## config.mk

```make
export PLATFORM = sky130hd
export DESIGN_NAME = cordic_vector_iter
export DESIGN_NICKNAME = d
export VERILOG_FILES = /design/src/rtl/cordic_pkg.sv /design/src/rtl/cordic_vec_step.sv /design/src/rtl/cordic_vector_iter.sv
export SDC_FILE = /design/constraint.sdc
export NUM_CORES = 1
export LEC_CHECK = 0
export CAP_MARGIN = 20
export CORE_UTILIZATION = 35
export CTS_BUF_LIST = sky130_fd_sc_hd__clkbuf_4 sky130_fd_sc_hd__clkbuf_8
export DETAILED_ROUTE_END_ITERATION = 8
export PLACE_DENSITY = 0.5
export SLEW_MARGIN = 10
export SYNTH_ARGS = -nofsm -noshare
export SYNTH_HDL_FRONTEND = slang
export SYNTH_SLANG_ARGS = --single-unit
```

## constraint.sdc

```tcl
create_clock -name clk -period 17.85 [get_ports clk]
set_input_delay 2.6775 -clock clk [delete_from_list [all_inputs] [get_ports clk]]
set_output_delay 2.6775 -clock clk [all_outputs]
set_load 0.02 [all_outputs]
```

## src/rtl/cordic_pkg.sv

```systemverilog
// Shared constants, types and helpers for the vectoring CORDIC.
package cordic_pkg;

    localparam int ANG_W          = 16;
    localparam int XY_W           = 18;
    localparam int CNT_W          = 4;
    localparam int ATAN_N         = 16;
    localparam int INV_GAIN_SHIFT = 15;
    localparam int PROD_W         = XY_W + INV_GAIN_SHIFT;

    // round(atan(2^-i) * 32768 / pi), angle LSB = pi/32768
    localparam logic [ANG_W-1:0] ATAN_TBL [0:ATAN_N-1] = '{
        16'd8192, 16'd4836, 16'd2555, 16'd1297,
        16'd651,  16'd326,  16'd163,  16'd81,
        16'd41,   16'd20,   16'd10,   16'd5,
        16'd3,    16'd1,    16'd1,    16'd0
    };

    // 1/K in Q0.15
    localparam logic [INV_GAIN_SHIFT-1:0] CORDIC_INV_GAIN = 15'd19898;

    localparam logic [ANG_W-1:0] ANG_PI_HALF_POS = 16'd16384;
    localparam logic [ANG_W-1:0] ANG_PI_HALF_NEG = 16'hC000;

    typedef enum logic [1:0] {
        IDLE,
        ITER,
        COMP,
        DONE
    } state_t;

    // Gain compensation: (x * 1/K) >> 15, x non-negative, saturated to 16 bits.
    function automatic logic [ANG_W-1:0] scale_mag(input logic [XY_W-1:0] x);
        logic [PROD_W-1:0] prod;
        logic [PROD_W-1:0] scaled;
        prod   = PROD_W'(x) * PROD_W'(CORDIC_INV_GAIN);
        scaled = prod >> INV_GAIN_SHIFT;
        return (|scaled[PROD_W-1:ANG_W]) ? '1 : scaled[ANG_W-1:0];
    endfunction

endpackage

```

## src/rtl/cordic_vec_step.sv

```systemverilog
// One combinational vectoring micro-rotation: steers y toward zero and
// accumulates the applied angle into z.
module cordic_vec_step
    import cordic_pkg::*;
(
    input  logic signed [XY_W-1:0]  i_x,
    input  logic signed [XY_W-1:0]  i_y,
    input  logic        [ANG_W-1:0] i_z,
    input  logic        [CNT_W-1:0] i_shift,
    input  logic        [ANG_W-1:0] i_atan,
    output logic signed [XY_W-1:0]  o_x,
    output logic signed [XY_W-1:0]  o_y,
    output logic        [ANG_W-1:0] o_z
);

    logic signed [XY_W-1:0] w_x_sh;
    logic signed [XY_W-1:0] w_y_sh;

    assign w_x_sh = i_x >>> i_shift;
    assign w_y_sh = i_y >>> i_shift;

    // Rotate against the sign of y using pre-update x/y; z wraps modulo 2^16.
    always_comb begin
        o_x = i_x;
        o_y = i_y;
        o_z = i_z;
        if (!i_y[XY_W-1]) begin
            o_x = i_x + w_y_sh;
            o_y = i_y - w_x_sh;
            o_z = i_z + i_atan;
        end else begin
            o_x = i_x - w_y_sh;
            o_y = i_y + w_x_sh;
            o_z = i_z - i_atan;
        end
    end

endmodule

```

## src/rtl/cordic_vector_iter.sv

```systemverilog
// Iterative vectoring-mode CORDIC: converts (x,y) to gain-compensated
// magnitude and atan2(y,x) using one shared micro-rotation per cycle.
module cordic_vector_iter
    import cordic_pkg::*;
#(
    parameter int ITERATIONS = 14
) (
    input  logic               clk,
    input  logic               rst,
    input  logic               in_valid,
    output logic               in_ready,
    input  logic signed [15:0] x_in,
    input  logic signed [15:0] y_in,
    output logic               out_valid,
    input  logic               out_ready,
    output logic        [15:0] mag_out,
    output logic signed [15:0] ang_out
);

    localparam logic [CNT_W-1:0] LAST_ITER = CNT_W'(ITERATIONS - 1);

    state_t                 r_state;
    state_t                 w_state_nxt;
    logic                   w_accept;

    logic signed [XY_W-1:0] r_x;
    logic signed [XY_W-1:0] r_y;
    logic [ANG_W-1:0]       r_z;
    logic [CNT_W-1:0]       r_iter;
    logic                   r_zero;
    logic [ANG_W-1:0]       r_mag;
    logic [ANG_W-1:0]       r_ang;

    logic signed [XY_W-1:0] w_x_ext;
    logic signed [XY_W-1:0] w_y_ext;
    logic signed [XY_W-1:0] w_x_ld;
    logic signed [XY_W-1:0] w_y_ld;
    logic [ANG_W-1:0]       w_z_ld;
    logic signed [XY_W-1:0] w_x_step;
    logic signed [XY_W-1:0] w_y_step;
    logic [ANG_W-1:0]       w_z_step;

    assign w_x_ext = XY_W'(x_in);
    assign w_y_ext = XY_W'(y_in);

    assign mag_out = r_mag;
    assign ang_out = r_ang;

    // State register.
    always_ff @(posedge clk or posedge rst) begin
        if (rst) begin
            r_state <= IDLE;
        end else begin
            r_state <= w_state_nxt;
        end
    end

    // Next-state and handshake decode.
    always_comb begin
        w_state_nxt = r_state;
        in_ready    = 1'b0;
        out_valid   = 1'b0;
        w_accept    = 1'b0;
        case (r_state)
            IDLE: begin
                in_ready = 1'b1;
                if (in_valid) begin
                    w_accept    = 1'b1;
                    w_state_nxt = ITER;
                end
            end
            ITER: begin
                if (r_iter == LAST_ITER) begin
                    w_state_nxt = COMP;
                end
            end
            COMP: begin
                w_state_nxt = DONE;
            end
            DONE: begin
                out_valid = 1'b1;
                if (out_ready) begin
                    w_state_nxt = IDLE;
                end
            end
            default: begin
                w_state_nxt = IDLE;
            end
        endcase
    end

    // Pre-rotation by +/-90 degrees folds left-half-plane inputs into x>=0.
    always_comb begin
        w_x_ld = w_x_ext;
        w_y_ld = w_y_ext;
        w_z_ld = '0;
        if (x_in[15]) begin
            if (!y_in[15]) begin
                w_x_ld = w_y_ext;
                w_y_ld = -w_x_ext;
                w_z_ld = ANG_PI_HALF_POS;
            end else begin
                w_x_ld = -w_y_ext;
                w_y_ld = w_x_ext;
                w_z_ld = ANG_PI_HALF_NEG;
            end
        end
    end

    cordic_vec_step u_step (
        .i_x     (r_x),
        .i_y     (r_y),
        .i_z     (r_z),
        .i_shift (r_iter),
        .i_atan  (ATAN_TBL[r_iter]),
        .o_x     (w_x_step),
        .o_y     (w_y_step),
        .o_z     (w_z_step)
    );

    // Datapath: load on accept, iterate, then gain-compensate into the outputs.
    always_ff @(posedge clk or posedge rst) begin
        if (rst) begin
            r_x    <= '0;
            r_y    <= '0;
            r_z    <= '0;
            r_iter <= '0;
            r_zero <= 1'b0;
            r_mag  <= '0;
            r_ang  <= '0;
        end else begin
            case (r_state)
                IDLE: begin
                    if (w_accept) begin
                        r_x    <= w_x_ld;
                        r_y    <= w_y_ld;
                        r_z    <= w_z_ld;
                        r_iter <= '0;
                        r_zero <= (x_in == 16'sd0) && (y_in == 16'sd0);
                    end
                end
                ITER: begin
                    r_x    <= w_x_step;
                    r_y    <= w_y_step;
                    r_z    <= w_z_step;
                    r_iter <= r_iter + 1'b1;
                end
                COMP: begin
                    // A (0,0) input still accumulates angle; report zero instead.
                    r_mag <= r_zero ? '0 : scale_mag(r_x);
                    r_ang <= r_zero ? '0 : r_z;
                end
                default: begin
                end
            endcase
        end
    end

endmodule

```

==> run summary, run 1 <==
In the final timing run, aggregate negative setup slack is 0 ps. 70 I/O pins were placed. The setup-violating endpoint count in the final report is 0. The floorplan step defined a die boundary enclosing 0.04273 mm². The post-route clock skew came out at 22.75 ps. After synthesis, the mean cell area works out to 8.664 µm².

The clock latency on the worst-skew pair is 430 ps. The most used flip-flop cell after synthesis is dfrtp_1. The leading cell type in the layout, fill and taps excluded is inv_1. After synthesis, the largest family of logic cells by area is adder cells. The number of enable flip-flop cells after synthesis is 0. The number of H-tree levels came out at 3. The flow ran to the end, but the final reports show violations. In this run the cell area of the synthesized design comes to 0.01467 mm². The first global-routing pass estimated 67300 µm of wire.

The aggregate global-route resource usage came out at 20.42%. STA classifies the critical path startpoint as a register. The critical path data arrival time is 7090 ps. Clock tree synthesis inserted a total of 9 buffers. The layout-stage area growth over the synthesis result is 9.528%. Entering global routing, the biggest net connects 66 pins.

After synthesis, the share of flip-flops with an asynchronous set or reset is 100.0%. The relative slew slack is 29.35%. The path class of the tightest hold or removal check is register to register.

The hold buffer count at cts came out at 0. CTS placed an instance of clkbuf_8 at the clock tree root. The via count of the first global-routing pass is 11.92k.

For this run, the number of Yosys warnings is 0. The floorplan step set the die height to 206.7 µm. The tool flagged a number of max-cap violations equal to 0. The maximum operating frequency came out at 0.1475 GHz. Synthesis produced a netlist whose cell count is 1693.

STA puts the critical path data required time at 18160 ps. The share of synthesized cell area in and, or, nand and nor gates came out at 11.95%. The site row count is 74. The number of detailed-routing iterations run before antenna repair came out at 9. Sorting the synthesized cells by area gives the leading types as ha_1, dfrtp_1, fa_1, inv_1, mux4_2. Setup repair after global routing left no endpoint under its margin.

The starting density of the core came out at 35.68%. The HPWL reported at the end of detailed placement is 32850 µm. The share of the synthesized area in the top cell type is 16.04%. Using the TritonRoute via totals, the vias-per-cell ratio works out to 5.387. The routability-driven placement congestion ratio came out at 0.8600.

The share of synthesized area occupied by flip-flops and latches is 15.53%. The initial antenna violation count came out at 0. Of all cell types, the one taking the most synthesized area is ha_1.

TritonCTS built the clock tree. The share of the synthesized area in compound gates (AO/OA/AOI/OAI) is 18.27%. The violation count after the first detailed-routing iteration is 770. The post-route clock period utilization is 37.98%. The number of nets handed over by synthesis was 2021.

The worst-case clock buffer depth is 2. The via count is 12.14k. Buffers added to address setup during post-CTS repair amount to 0. In the layout the commonest cells are inv_1, ha_1, nand2_1.

The count of cell types in the netlist is 81. The floorplan core area is 0.04111 mm². The die outline width came out at 206.7 µm. The maximum fanout count along the critical path came out at 10. The number of antenna repair diodes came out at 0. The share of cell area taken by muxes after synthesis is 9.025%. For this block, the routed nets add up to 41920 µm of wire. The number of gates resized after CTS is 0. Of the total synthesized cell area, the portion taken by XOR and XNOR cells is 6.389%.

The final hold violation count is 0. At the end of the flow the core is filled with cells to 39.08%. The final antenna-violating net count is 0. The fraction of layout instances using a drive strength above 1 came out at 6.915%. At the pin with the least slew margin, the transition time is 1058 ps. The worst slack after detailed placement came out at 11090 ps. Dividing the detail-routed wire length by the instance count gives 18.61 µm.

The layout net count is 2044. The adder-cell share of the synthesized area is 30.23%. The path type of the worst setup path is register to register. The remaining design rule violation count is 2. Clock-pin slew was measured on the worst setup and hold paths at 110 ps.

The total overflow left after global routing is 0. The count of cells along the worst register-to-register path came out at 23. The minimum period implied by the final worst setup slack is 6779 ps. STA classifies the critical path endpoint as a register. The tree built by TritonCTS fans out to 91 sinks. Along the worst hold path, the cell count comes to 2. The final worst-path setup slack came out at 11070 ps. The number of port buffers is 69. The final reports fail on DRC. The number of storage elements in the synthesis netlist came out at 91. The final max-slew violation count came out at 0.
## flip-flops by register name, indices dropped and copies added, names as in the netlist
name	flops
ang_out	16
mag_out	16
r_iter	4
r_state	2
r_x	18
r_y	18
r_z	16
r_zero	1
## through the flow
step	area, µm²	hold WS, ps	std cells
2_1_floorplan	14670	473.2	1693
3_3_place_gp	15840	504.6	2236
3_5_place_dp	15850	509.1	2237
4_1_cts	16070	534.0	2253
5_1_grt	16070	543.1	2253
6_report	16070	522.6	2253
## cell families (layout without fill, tap and decap cells)
kind of cell,after synthesis,in the layout
compound gates,423,423
buf+inv,329,357
simple gates,371,371
fa+ha+maj,292,292
flops,91,91
mux,80,80
xor+xnor,107,107
## routing by layer
| metal | global-route usage (%) | wire length (µm) |
|---|---|---|
| met5 | 0 | 0 |
| met4 | 5.109 | 666 |
| met3 | 2.072 | 1515 |
| met2 | 31.82 | 18590 |
| met1 | 30.09 | 21150 |
## synthesized netlist by cell type (26+ instances only)
master	number
a21o_1	26
xnor2_1	51
mux4_2	37
nor2_1	106
a21oi_1	109
nor3_1	29
a211oi_1	35
ha_1	188
clkbuf_1	60
dfrtp_1	91
nand2_1	123
fa_1	104
xor2_1	56
inv_1	254
o21ai_0	106
## final cells by class
class                      instances  area, µm²
tap                              532      665.6
fill                            4219      25040
clock buffer                      10      137.6
multi-input combinational       1273      11130
sequential                        91       2278
clock inverter                     6      77.57
inverter                         255      959.7
timing repair buffer              86      813.3
## final timing paths
| path | from | to | slack [ps] |
|---|---|---|---|
| worst max register to register | r_x[7]$_DFFE_PP0P_ | mag_out[1]$_DFFE_PP0P_ | 11070 |
| min in group asynchronous | rst | mag_out[10]$_DFFE_PP0P_ | 2680 |
| worst min register to register | ang_out[5]$_DFFE_PP0P_ | ang_out[5]$_DFFE_PP0P_ | 520 |
| worst max-delay path | r_x[7]$_DFFE_PP0P_ | mag_out[1]$_DFFE_PP0P_ | 11070 |
| worst min-delay path | ang_out[5]$_DFFE_PP0P_ | ang_out[5]$_DFFE_PP0P_ | 520 |
| max in group asynchronous | rst | r_iter[0]$_DFFE_PP0P_ | 14030 |
## worst max-delay path, cell delays in order (launching register included)
cell      delay (ps)
dfrtp_1          600
inv_1            220
fa_1             570
inv_1             40
ha_1             260
inv_1             50
fa_1             500
inv_1             50
fa_1             460
fa_1             540
inv_1             50
fa_1             500
inv_1             40
ha_1             300
a21o_1           180
a21oi_1          120
o21ai_0          130
a31o_2           330
a31o_2           280
a41oi_1          470
o31ai_1          120
a32o_1           380
or2_2            380
o311ai_0         120
Power of run 1 is left out: the tool's default activity adds up to more than one toggle a clock period on the data nets, which glitch-free logic cannot reach.
==> run 2, diff against run 1 <==
==> constraint.sdc (replaced) <==
create_clock -name clk -period 6.4 [get_ports clk]
set_input_delay 0.96 -clock clk [delete_from_list [all_inputs] [get_ports clk]]
set_output_delay 0.96 -clock clk [all_outputs]
set_load 0.02 [all_outputs]
==> run 2 against run 1 <==
  * The flow still finishes with violations (DRC)
  * Global-route usage is 0.37 points higher
  * Register-to-register slack worse by 11000 ps
  * Sequential share of layout area is 0.15 points lower
  * Clock-buffer cell count is 1 lower
  * Highest routed layer unchanged
  * Core utilization is 0.46 points higher
  * Critical path depth stayed put
  * Die area stayed put
  * Critical path type unchanged
  * Critical endpoint is now mag_out[15]$_DFFE_PP0P_
  * First-iteration DRC count is 1.8% lower
  * Via count is 0.77% higher
  * Clock skew is 6.6 ps higher
  * Worst hold slack better by 2.1 ps
  * Non-clock buffer count is 26 higher
==> run summary, run 2 (same netlist as run 1, synthesis figures left out) <==
The checks that failed: DRC. The die covers 0.04273 mm². The aggregate global-route resource usage is 20.79%. The via count is 12.23k. The routing usage on met2 is 32.02%. The core region is 0.04111 mm². The number of H-tree levels is 3. The CTS tree is yes.

The number of primary I/O pins came out at 70. The die outline width came out at 206.7 µm. The total negative slack came out at 0 ps. The met3 track demand over resource in global routing came out at 4.239%.

The total detailed-routing wirelength is 42210 µm. The post-detailed-route via-to-cell ratio came out at 5.366. For the final database, setup skew stands at 29.32 ps. The global routing's busiest layer is met2. Entering global routing, the biggest net connects 66 pins. The clock transition at the register clock pins on the worst setup and hold paths after CTS is 120 ps. The final max-slew violation count is 0. The layout net count is 2070. Leaving out fill and tap cells, the most frequent cell in the layout is inv_1.

The final antenna-violating net count came out at 0. Derived from the worst setup path, the maximum achievable clock frequency is 0.1647 GHz. The initial antenna violation count is 0. The total overflow left after global routing is 0. The largest registers in the layout are r_x: 18 flops, r_y: 18 flops. The number of port buffers came out at 69. The site row count is 74. In this run, the number of DRC markers left after iteration 0 of detailed routing was 756. Setup violations remaining at the end of the flow were counted as 0. The post-route clock period utilization came out at 94.86%. Setup repair after global routing left no endpoint under its margin. The HPWL reported at the end of detailed placement came out at 33730 µm. The cell count after placement came out at 2261. The first global-routing pass estimated 68080 µm of wire. The height of the die is 206.7 µm. The final hold violation count came out at 0. In the layout the commonest cells are inv_1, ha_1, nand2_1. Across the run, the number of max-cap violations was 0. In this run the clock root is driven by a clkbuf_8.

The number of antenna repair diodes came out at 0. The hold buffer count at cts came out at 0. The worst hold path belongs to the class register to register. The global-route met1 utilization is 29.15%. The maximum fanout count along the critical path is 8.

The relative slew slack is 27.67%. Data arrives at the worst endpoint at 6450 ps. The routability-driven placement congestion ratio came out at 0.8685.

The number of detailed-routing iterations run before antenna repair is 9. The setup path with the least slack is of type register to register. The required time of the worst setup path came out at 6780 ps. The fraction of layout instances using a drive strength above 1 is 8.414%. The clock buffer count from CTS came out at 9. The run finished, with violations left.

The worst setup path is captured at a register. For the finished layout, the period the worst path requires is 6071 ps. The starting density of the core is 35.68%. Leaving out filler cells and counting taps, the final layout contains 2279. Relative to the synthesized area, the layout overhead comes to 10.81%. The CTS sink count came out at 91. The via count of the first global-routing pass is 12.17k. At the pin with the least slew margin, the transition time is 1085 ps. The worst setup path is launched from a register.

The longest clock path from root to sink contains 2 buffers. Dividing the detail-routed wire length by the instance count gives 18.52 µm. The clock latency on the worst-skew pair is 440 ps. The remaining design rule violation count is 2.
run 2: cell types whose count changed in the layout (fill, tap and decap cells not counted), sizes merged:
cell,change
clkbuf,-1
clkinvlp,-1
bufinv,-1
inv,-1
buf,+26
clkinv,+4
run 2: timing repair:
| item | CTS | global route |
|---|---|---|
| setup buffers | 0 | 1 |
| setup endpoints to repair | 0 | 4 |
| hold endpoints to repair | 0 | 0 |
| resized for setup | 0 | 2 |
run 2: per-layer routing:
layer  up-vias  wire [µm]
met5         -          0
met4         0       1050
met3        51       2021
met2       251      18740
met1      5952      20400
li1       5976          -
run 2: per-stage QoR:
stage	hold slack (ps)	cell area [µm²]	setup slack [ps]	utilization (%)
2_1_floorplan	473.2	14670	125.4	-
3_3_place_gp	501.2	16020	306.8	38.98
3_5_place_dp	502.9	16030	230.4	38.99
4_1_cts	533.4	16240	237.1	39.49
5_1_grt	547.9	16250	1.246	39.54
6_report	524.7	16250	329.0	39.54
run 2: critical path, cell delays in order, from the launching register on:
cell	delay, ps
dfrtp_1	380
buf_4	180
ha_1	340
fa_1	550
inv_1	50
fa_1	480
inv_1	60
fa_1	450
fa_1	510
inv_1	50
fa_1	490
inv_1	40
ha_1	340
a21o_1	190
a21oi_1	180
o21ai_1	110
a21o_1	180
a31o_2	240
a41oi_1	280
buf_4	180
nand2b_1	110
and4_1	200
or3_1	360
nand3_1	80
run 2: cell type report:
type	instances	area [µm²]
clock buffers	9	123.9
clock inverters	7	81.33
fillers	4232	24860
inverters	255	959.7
multi-input cells	1273	11130
flip-flops and latches	91	2281
well taps	532	665.6
repair buffers	112	1008
run 2: final timing paths:
check / start / endpoint / slack [ps] / cells past startpoint
setup / recovery: r_x[8]$_DFFE_PP0P_ / mag_out[15]$_DFFE_PP0P_ / 330 / 23
hold / removal: r_z[4]$_DFFE_PP0P_ / ang_out[4]$_DFFE_PP0P_ / 520 / 2
setup reg to reg: r_x[8]$_DFFE_PP0P_ / mag_out[15]$_DFFE_PP0P_ / 330 / 23
hold reg to reg: r_z[4]$_DFFE_PP0P_ / ang_out[4]$_DFFE_PP0P_ / 520 / 2
max in group asynchronous: rst / r_x[6]$_DFFE_PP0P_ / 4240 / 3
min in group asynchronous: rst / mag_out[12]$_DFFE_PP0P_ / 960 / 2
Power of run 2 is left out for the same reason.
